===== src/rtl/lu_arb_pkg.sv =====
// Shared types and limits for the round-robin logic-unit arbiter.
// Used by rr_picker and lu_arbiter.
package lu_arb_pkg;

    typedef enum logic [1:0] {
        IDLE = 2'd0,
        EXEC = 2'd1,
        RESP = 2'd2
    } arb_state_e;

    localparam int NUM_REQ_MAX = 8;
    localparam int ID_W_MAX    = 3;

endpackage


===== src/rtl/rr_picker.sv =====
// Combinational round-robin picker: the first valid requester at or after ptr,
// searching upward with wrap-around, wins.
module rr_picker #(
    parameter int NUM_REQ = 4,
    parameter int ID_W    = $clog2(NUM_REQ)
) (
    input  logic [NUM_REQ-1:0] req_valid,
    input  logic [ID_W-1:0]    ptr,
    output logic [NUM_REQ-1:0] grant,
    output logic [ID_W-1:0]    win_idx,
    output logic               any_valid
);

    // Scan offsets from farthest to nearest so the closest valid requester wins last.
    always_comb begin
        int cand_s;
        cand_s    = 0;
        grant     = '0;
        win_idx   = '0;
        any_valid = |req_valid;
        for (int i = NUM_REQ - 1; i >= 0; i--) begin
            cand_s = int'(ptr) + i;
            if (cand_s >= NUM_REQ) begin
                cand_s = cand_s - NUM_REQ;
            end else begin
                cand_s = cand_s;
            end
            if (req_valid[ID_W'(cand_s)]) begin
                win_idx = ID_W'(cand_s);
            end else begin
                win_idx = win_idx;
            end
        end
        if (any_valid) begin
            grant[win_idx] = 1'b1;
        end else begin
            grant = '0;
        end
    end

endmodule


===== src/rtl/lu_arbiter.sv =====
// Round-robin arbiter and sequencer sharing one 1-bit logic unit among NUM_REQ requesters.
// Optional grant statistics counter enabled by defining LU_ARB_STATS_EN.
module lu_arbiter
    import lu_arb_pkg::*;
#(
    parameter int NUM_REQ = 4,
    parameter int CNT_W   = 8
) (
    input  logic                       clk,
    input  logic                       rst,
    input  logic [NUM_REQ-1:0]         req_valid,
    input  logic [NUM_REQ-1:0]         req_a,
    input  logic [NUM_REQ-1:0]         req_b,
    output logic [NUM_REQ-1:0]         req_ready,
    output logic                       lu_a,
    output logic                       lu_b,
    input  logic                       lu_y,
    output logic                       rsp_valid,
    output logic [$clog2(NUM_REQ)-1:0] rsp_id,
    output logic                       rsp_y,
    output logic                       busy
`ifdef LU_ARB_STATS_EN
    ,
    output logic [CNT_W-1:0]           grant_cnt
`endif
);

    localparam int ID_W = $clog2(NUM_REQ);

    if (NUM_REQ < 2 || NUM_REQ > NUM_REQ_MAX || ID_W > ID_W_MAX || CNT_W < 1) begin : g_illegal_params
        $error("lu_arbiter: illegal parameter combination");
    end

    arb_state_e         state_r;
    arb_state_e         state_next_s;
    logic [ID_W-1:0]    ptr_r;
    logic [ID_W-1:0]    id_r;
    logic [ID_W-1:0]    rsp_id_r;
    logic               lu_a_r;
    logic               lu_b_r;
    logic               rsp_y_r;
    logic               rsp_valid_r;
    logic               busy_r;
    logic [NUM_REQ-1:0] grant_s;
    logic [ID_W-1:0]    win_idx_s;
    logic               any_valid_s;
    logic               accept_s;
    logic [NUM_REQ-1:0] req_ready_s;
    logic [ID_W-1:0]    ptr_next_s;

    rr_picker #(
        .NUM_REQ (NUM_REQ),
        .ID_W    (ID_W)
    ) u_picker (
        .req_valid (req_valid),
        .ptr       (ptr_r),
        .grant     (grant_s),
        .win_idx   (win_idx_s),
        .any_valid (any_valid_s)
    );

    // Next state and the accept strobe; requests are only taken in IDLE.
    always_comb begin
        state_next_s = state_r;
        accept_s     = 1'b0;
        req_ready_s  = '0;
        case (state_r)
            IDLE: begin
                if (any_valid_s && !rst) begin
                    accept_s     = 1'b1;
                    req_ready_s  = grant_s;
                    state_next_s = EXEC;
                end else begin
                    state_next_s = IDLE;
                end
            end
            EXEC:    state_next_s = RESP;
            RESP:    state_next_s = IDLE;
            default: state_next_s = IDLE;
        endcase
    end

    // Pointer moves one past the winner, wrapping at NUM_REQ.
    always_comb begin
        if (win_idx_s == ID_W'(NUM_REQ - 1)) begin
            ptr_next_s = '0;
        end else begin
            ptr_next_s = win_idx_s + ID_W'(1);
        end
    end

    // State register and busy flag, which mirrors "state is not IDLE".
    always_ff @(posedge clk or posedge rst) begin
        if (rst) begin
            state_r <= IDLE;
            busy_r  <= 1'b0;
        end else begin
            state_r <= state_next_s;
            busy_r  <= (state_next_s != IDLE);
        end
    end

    // Operand, owner and pointer capture on accept.
    always_ff @(posedge clk or posedge rst) begin
        if (rst) begin
            ptr_r  <= '0;
            id_r   <= '0;
            lu_a_r <= 1'b0;
            lu_b_r <= 1'b0;
        end else if (accept_s) begin
            ptr_r  <= ptr_next_s;
            id_r   <= win_idx_s;
            lu_a_r <= req_a[win_idx_s];
            lu_b_r <= req_b[win_idx_s];
        end else begin
            ptr_r  <= ptr_r;
            id_r   <= id_r;
            lu_a_r <= lu_a_r;
            lu_b_r <= lu_b_r;
        end
    end

    // Result capture: lu_y is sampled once, at the end of EXEC.
    always_ff @(posedge clk or posedge rst) begin
        if (rst) begin
            rsp_y_r     <= 1'b0;
            rsp_id_r    <= '0;
            rsp_valid_r <= 1'b0;
        end else begin
            rsp_valid_r <= (state_r == EXEC);
            if (state_r == EXEC) begin
                rsp_y_r  <= lu_y;
                rsp_id_r <= id_r;
            end else begin
                rsp_y_r  <= rsp_y_r;
                rsp_id_r <= rsp_id_r;
            end
        end
    end

`ifdef LU_ARB_STATS_EN
    localparam logic [CNT_W-1:0] CNT_MAX = '1;
    logic [CNT_W-1:0] grant_cnt_r;

    // Saturating accept counter.
    always_ff @(posedge clk or posedge rst) begin
        if (rst) begin
            grant_cnt_r <= '0;
        end else if (accept_s && (grant_cnt_r != CNT_MAX)) begin
            grant_cnt_r <= grant_cnt_r + CNT_W'(1);
        end else begin
            grant_cnt_r <= grant_cnt_r;
        end
    end

    assign grant_cnt = grant_cnt_r;
`endif

    assign req_ready = req_ready_s;
    assign lu_a      = lu_a_r;
    assign lu_b      = lu_b_r;
    assign rsp_valid = rsp_valid_r;
    assign rsp_id    = rsp_id_r;
    assign rsp_y     = rsp_y_r;
    assign busy      = busy_r;

endmodule


===== config.mk =====
export PLATFORM = sky130hd
export DESIGN_NAME = lu_arbiter
export DESIGN_NICKNAME = d
export VERILOG_FILES = /design/src/rtl/lu_arb_pkg.sv /design/src/rtl/rr_picker.sv /design/src/rtl/lu_arbiter.sv
export SDC_FILE = /design/constraint.sdc
export NUM_CORES = 1
export LEC_CHECK = 0
export CORE_MARGIN = 10
export CORE_UTILIZATION = 41
export CTS_CLUSTER_DIAMETER = 50
export CTS_CLUSTER_SIZE = 8
export DETAILED_ROUTE_END_ITERATION = 8
export HOLD_SLACK_MARGIN = 0.02
export PLACE_DENSITY = 0.85
export RECOVER_POWER = 50
export SLEW_MARGIN = 0
export SYNTH_ARGS = -nofsm -noshare
export SYNTH_HDL_FRONTEND = slang
export SYNTH_SLANG_ARGS = --single-unit

===== constraint.sdc =====
create_clock -name clk -period 1.92 [get_ports clk]
set_input_delay 0.288 -clock clk [delete_from_list [all_inputs] [get_ports clk]]
set_output_delay 0.288 -clock clk [all_outputs]
set_load 0.02 [all_outputs]

Word level (Yosys, flattened, before mapping)
Cells that the tools add are included.

Register bits: 13. Input bits: 15. Output and inout port bits: 11.

Reductions and logical operators: 6. Multiplexer cells: 34. Add/sub/neg operators: 8. Equal/unequal tests: 2. Magnitude comparators: 10.

Operators by type and width (number): $mux W2 (9); $lt A2 B4 Y1 const B (4); $mux W1 (14); $bmux W1 S2 (6); $mux W4 (3); $ge A3 B3 Y1 const B (3); $sub A2 B1 Y2 const B (4); $add A2 B2 Y3 const B (2); $pmux W2 S2 (1); $reduce_or A4 Y1 (1); $add A2 B1 Y3 const B (1); $ge A2 B3 Y1 const B (1); $lt A2 B3 Y1 const B (1); $add A2 B1 Y2 const B (1); $demux W1 S2 (1); $eq A2 B1 Y1 const B (1); $eq A2 B2 Y1 const B (1); $ge A2 B1 Y1 const B (1); $logic_and A1 B1 Y1 (2); $logic_not A2 Y1 (1); $reduce_bool A2 Y1 (1); $logic_not A1 Y1 (1).

Longest topological paths before layout
Gate-level depths: netlist of the first run.

Depth after elaboration: 17. Mapped depth: 7.

Modules after synthesis
Synthesis of the first run repeated with hierarchy kept, for this count alone.

Cell total of the unflattened synthesis: 68. Area, all modules: 765.7 sq um.

Modules (own cells, without submodules): lu_arbiter (cells each 34, area an instance 546.8 sq um, instances 1); rr_picker (cells each 34, area an instance 219.0 sq um, instances 1).

Worst setup path before layout of the first run
OpenSTA, ideal clock, no wires.

Kind: flip-flop to output port. Start point: reg ptr_r[0]. End point: out req_ready[0]. Arrival time: 1.467 ns. Buffers on the path: 0. Required time: 1.632 ns. Cell stages (with the launch flop): 7. Path slack: 0.165 ns. Cell sequence: dfrtp_1 > nor2b_1 > a211o_1 > a21oi_4 > inv_1 > ha_1 > and2_1.

Word-level cells in the longest chain between the ends: 17. Elaborated cells between the ends (all ways): 39. Classes of those cells: 7 x add/sub; 6 x order compare; 25 x mux; 1 x reduce/logical.

Ends and longest elaborated chain: start: declaration (line lu_arbiter.sv:36) `logic [ID_W-1:0] ptr_r;`; start signal: assignment (line lu_arbiter.sv:111) `ptr_r <= ptr_next_s;`; start signal: assignment (line lu_arbiter.sv:116) `ptr_r <= ptr_r;`; $add A2 B2 Y3 (line rr_picker.sv:22) `cand_s = int'(ptr) + i;`; $ge A3 B3 Y1 / $sub A2 B1 Y2 (equally long branches) (line rr_picker.sv:23, rr_picker.sv:24); $mux W2 (line rr_picker.sv:23) `if (cand_s >= NUM_REQ) begin`; $bmux W1 S2 (line rr_picker.sv:28) `if (req_valid[ID_W'(cand_s)]) begin`; $mux W1 (implied by the code) (2 in a row) (line rr_picker.sv:28); $mux W2 (3 in a row) (line rr_picker.sv:28); $mux W2 * (line rr_picker.sv:28); via u_picker.win_idx[0] (line rr_picker.sv:10) `output logic [ID_W-1:0] win_idx,`; $lt A2 B3 Y1 (implied by the code) / $ge A2 B1 Y1 (equally long branches) (line rr_picker.sv:35) `grant[win_idx] = 1'b1;`; $logic_and A1 B1 Y1 (implied by the code) (line rr_picker.sv:35); $mux W1 (implied by the code) (line rr_picker.sv:35); $demux W1 S2 *; $mux W4 * (line rr_picker.sv:34) `if (any_valid) begin`; $mux W4 * (line lu_arbiter.sv:69) `if (any_valid_s && !rst) begin`; $mux W4 * (line lu_arbiter.sv:67) `case (state_r)`; end: declaration (line lu_arbiter.sv:14) `output logic [NUM_REQ-1:0] req_ready,`.

The timed path passes the listed nets; every way through them passes the cells marked *. The select of a mux whose other input is x is not followed.

Final worst setup path of the first run
Start point: reg ptr_r[1]. End point: out req_ready[1].

Word-level cells in the longest chain between the ends: 17. Elaborated cells between the ends (all ways): 39. Classes of those cells: 7 x add/sub; 6 x order compare; 25 x mux; 1 x reduce/logical.

Ends and longest elaborated chain (line): $add A2 B2 Y3 (rr_picker.sv:22); $ge A3 B3 Y1 / $sub A2 B1 Y2 (equally long branches) (rr_picker.sv:23, rr_picker.sv:24); $mux W2 (rr_picker.sv:23); $bmux W1 S2 (rr_picker.sv:28); $mux W1 (implied by the code) (2 in a row) (rr_picker.sv:28); $mux W2 (3 in a row) (rr_picker.sv:28); $mux W2 * (rr_picker.sv:28); $lt A2 B3 Y1 (implied by the code) / $ge A2 B1 Y1 (equally long branches) (rr_picker.sv:35); $logic_and A1 B1 Y1 (implied by the code) (rr_picker.sv:35); $mux W1 (implied by the code) (rr_picker.sv:35); $demux W1 S2 *; $mux W4 * (rr_picker.sv:34); $mux W4 * (lu_arbiter.sv:69); $mux W4 * (lu_arbiter.sv:67).

Mark *: on every way between the ends. The rest lies on a longest branch, timed or not. The select of a mux whose other input is x is not followed.

==> impl_metrics.py, run 1 <==
metrics = {
    "synth": {
        "synth_commonest_cells": "dfrtp_1, nand2_1, inv_1",
        "synth_top_area_share_pct": 45.5,
        "ys_ff_latch": 12,
        "synth_edf_count": 0,
        "yosys_warnings": 0,
        "synth.most_common_cell": "dfrtp_1",
        "yosys-top-cells-area": "dfrtp_1, ha_1, mux2i_1",
        "syn_nets": 82,
        "synth_cells": 63,
        "syn-mean-instance-area_um2": 10.5,
        "syn_area_um2": 661,
        "synth-seq-area-share_pct": 45.5,
        "async_reset_ff_share_pct": 100,
        "synth_ff_type": "dfrtp_1",
        "yosys.area.top_type": "dfrtp_1",
        "synth.distinct_cells": 23,
    },
    "pwr": {
        "power_mw": 1.51,
        "p_per_area_nw_per_um2": 1250,
        "peakVddDrop_uv": 875,
        "p_leak_nw": 0.562,
    },
    "status": {
        "status": "complete, but fails checks",
        "violations": "negative setup slack",
    },
    "sta": {
        "drv_slew": 0,
        "fin_crit_ns": 2.03,
        "tns_ns": -0.352,
        "worst_pin_slew_ns": 0.428,
        "fmax_mhz": 492,
        "setup_viol": 4,
        "rsz0062_at_grt": "yes",
        "worst_slack_ns": -0.111,
        "skew_ns": 0.00319,
        "final_hold_viol_count": 0,
        "slew_headroom_pct": 71.4,
        "min_period_over_period_pct": 106,
    },
    "global_routing": {
        "met1_usage_pct": 9.60,
        "grt_max_degree": 13,
        "grt_use_met2_pct": 22.6,
        "busiest_layer": "met2",
        "antenna_found_initial": 0,
        "grt_pass1_wl_mm": 3.19,
        "grt_overflow": 0,
        "grt_pass1_vias": 720,
        "gr-usage-all-layers_pct": 11.3,
        "use_met3_pct": 4.66,
    },
    "finish": {
        "nets": 129,
        "fin_cells": 125,
        "drive_above_1_share_pct": 48.6,
        "diodes": 0,
        "area_delta_synth_final_pct": 82.8,
    },
    "setup_path": {
        "r2r_cells": 8,
        "crit_fanout": 5,
        "crit_arrival_ns": 1.74,
        "r2r-start": "ptr_r[1]",
        "r2r_end": "lu_a",
        "cp-endpoint": "req_ready[1]",
        "rrSetupSlack_ns": 0.11,
        "cp-start-kind": "flop",
        "path_class": "flop to primary output",
        "cp-startpoint": "ptr_r[1]",
        "cp.required_ns": 1.63,
        "cp-end-kind": "primary output",
    },
    "worst_hold_path": {
        "min_path_type": "input port to async pin",
    },
    "detailed_routing": {
        "routed_wl_mm": 2.22,
        "first_pass_iters": 4,
        "routed-via-count": 652,
        "ant_nets": 0,
        "drcViolationCount": 0,
        "avgViaCountPerCell": 5.22,
        "wl_per_cell_um": 17.8,
        "drt_iter0_markers": 8,
    },
    "floorplan": {
        "fp-row-count": 14,
        "fp.dieH_um": 60.1,
        "initial_utilization_pct": 43.3,
        "die_w_um": 60.1,
        "io-pin-count": 26,
        "design.core.area_um2": 1520,
        "dieArea_um2": 3620,
    },
    "place": {
        "place.gp.congestion": 0.692,
        "placed_cells": 113,
        "dp_slack_ns": -0.749,
        "io_buffers": 25,
        "place.detailed.hpwl_mm": 1.44,
    },
    "cts": {
        "cts_buffers": 3,
        "tritoncts": "done",
        "clock_latency_ns": 0.27,
        "cts-hold-fix-buffers": 0,
        "cts_root_buf": "clkbuf_4",
        "cts_max_path_buffers": 2,
        "clock-sinks": 12,
        "htreeDepth": 1,
        "clkSlewWorstSetupHoldPaths_ns": 0.07,
    },
    "flow_run": {
        "maxCapViolations": 0,
    },
}
[repair_timing]
item	CTS	global route
setup buffers	6	2
pin swaps	6	4
resized for setup	42	12
setup endpoints to repair	4	4
[power by group]
| group | leakage [nW] | internal [mW] | switching (mW) | total, mW |
|---|---|---|---|---|
| registers | 0.147 | 0.351 | 0.0698 | 0.420 |
| logic | 0.395 | 0.482 | 0.414 | 0.896 |
| clock network | 0.0210 | 0.115 | 0.0810 | 0.196 |
[worst max-delay path, cell delays in order (launching register included)]
cell,delay (ns)
dfrtp_2,0.45
a21o_4,0.23
a21oi_4,0.15
o22ai_4,0.12
buf_6,0.14
ha_4,0.14
and2_4,0.13
buf_6,0.12
[sequential cells by signal, summed over array words and instances, names as in the netlist]
name,count
busy,1
rsp_y,1
lu_b,1
state_r,1
rsp_id,2
lu_a,1
rsp_valid,1
id_r,2
ptr_r,2
[per-stage QoR]
| stage | utilization [%] | instance area, µm² | hold WS, ns |
|---|---|---|---|
| 3_5_place_dp | 65.7 | 1000 | 0.473 |
| 5_1_grt | 79.2 | 1210 | 0.426 |
| 3_3_place_gp | 65.7 | 1000 | 0.462 |
| 2_1_floorplan | - | 661 | 0.153 |
| 6_report | 79.2 | 1210 | 0.378 |
| 4_1_cts | 74.4 | 1130 | 0.380 |
[metal layers]
layer | vias to the layer above | wire [µm]
met5 | - | 0
met4 | 0 | 38
met3 | 6 | 161
met2 | 24 | 1230
met1 | 318 | 784
li1 | 304 | -
[cells in the final DEF (no fill, tap or decap), drive strengths merged, types with 4 or more instances in the layout]
cell / synthesis / final
dlygate4sd2: 0 / 4
buf: 1 / 21
clkdlybuf4s50: 0 / 17
clkbuf: 0 / 5
and2: 4 / 4
mux2i: 4 / 4
inv: 7 / 7
dfrtp: 12 / 12
ha: 4 / 4
nand2: 9 / 9
[cell families (layout without fill, tap and decap cells)]
group	after synthesis	count (layout)	share of synthesized area, %
mux	7	7	11.2
compound gates	10	10	14.2
flops	12	12	45.5
simple gates	22	22	16.9
buf+inv	8	54	4.73
fa+ha+maj	4	4	7.58
[how the worst min path moves through the flow]
stage	from	slack (ns)	to
detailed placement	lu_a	0.47	lu_a
global placement	id_r[1]	0.46	id_r[1]
finish	rst	0.38	lu_a
floorplan	rst	0.15	busy
CTS	rst	0.38	lu_a
global route	rst	0.43	ptr_r[0]
[final cells by class]
cell class                 count  area (µm²)
multi-input combinational     43         427
timing repair buffer          43         397
fill                         101         317
sequential                    12         302
clock buffer                   4        36.3
inverter                       7        26.3
tap                           16        20.0
Note: power is estimated with default switching activity, not from simulation.
==> inputs of run 2 (changes only) <==
--- a/config.mk
+++ b/config.mk
@@ -13,7 +13,7 @@
 export HOLD_SLACK_MARGIN = 0.02
 export PLACE_DENSITY = 0.85
 export RECOVER_POWER = 50
-export SLEW_MARGIN = 0
+export SLEW_MARGIN = 25
 export SYNTH_ARGS = -nofsm -noshare
 export SYNTH_HDL_FRONTEND = slang
 export SYNTH_SLANG_ARGS = --single-unit
==> results of run 2 <==
Same layout as run 1: the final DEF is identical, and so are final timing and power.
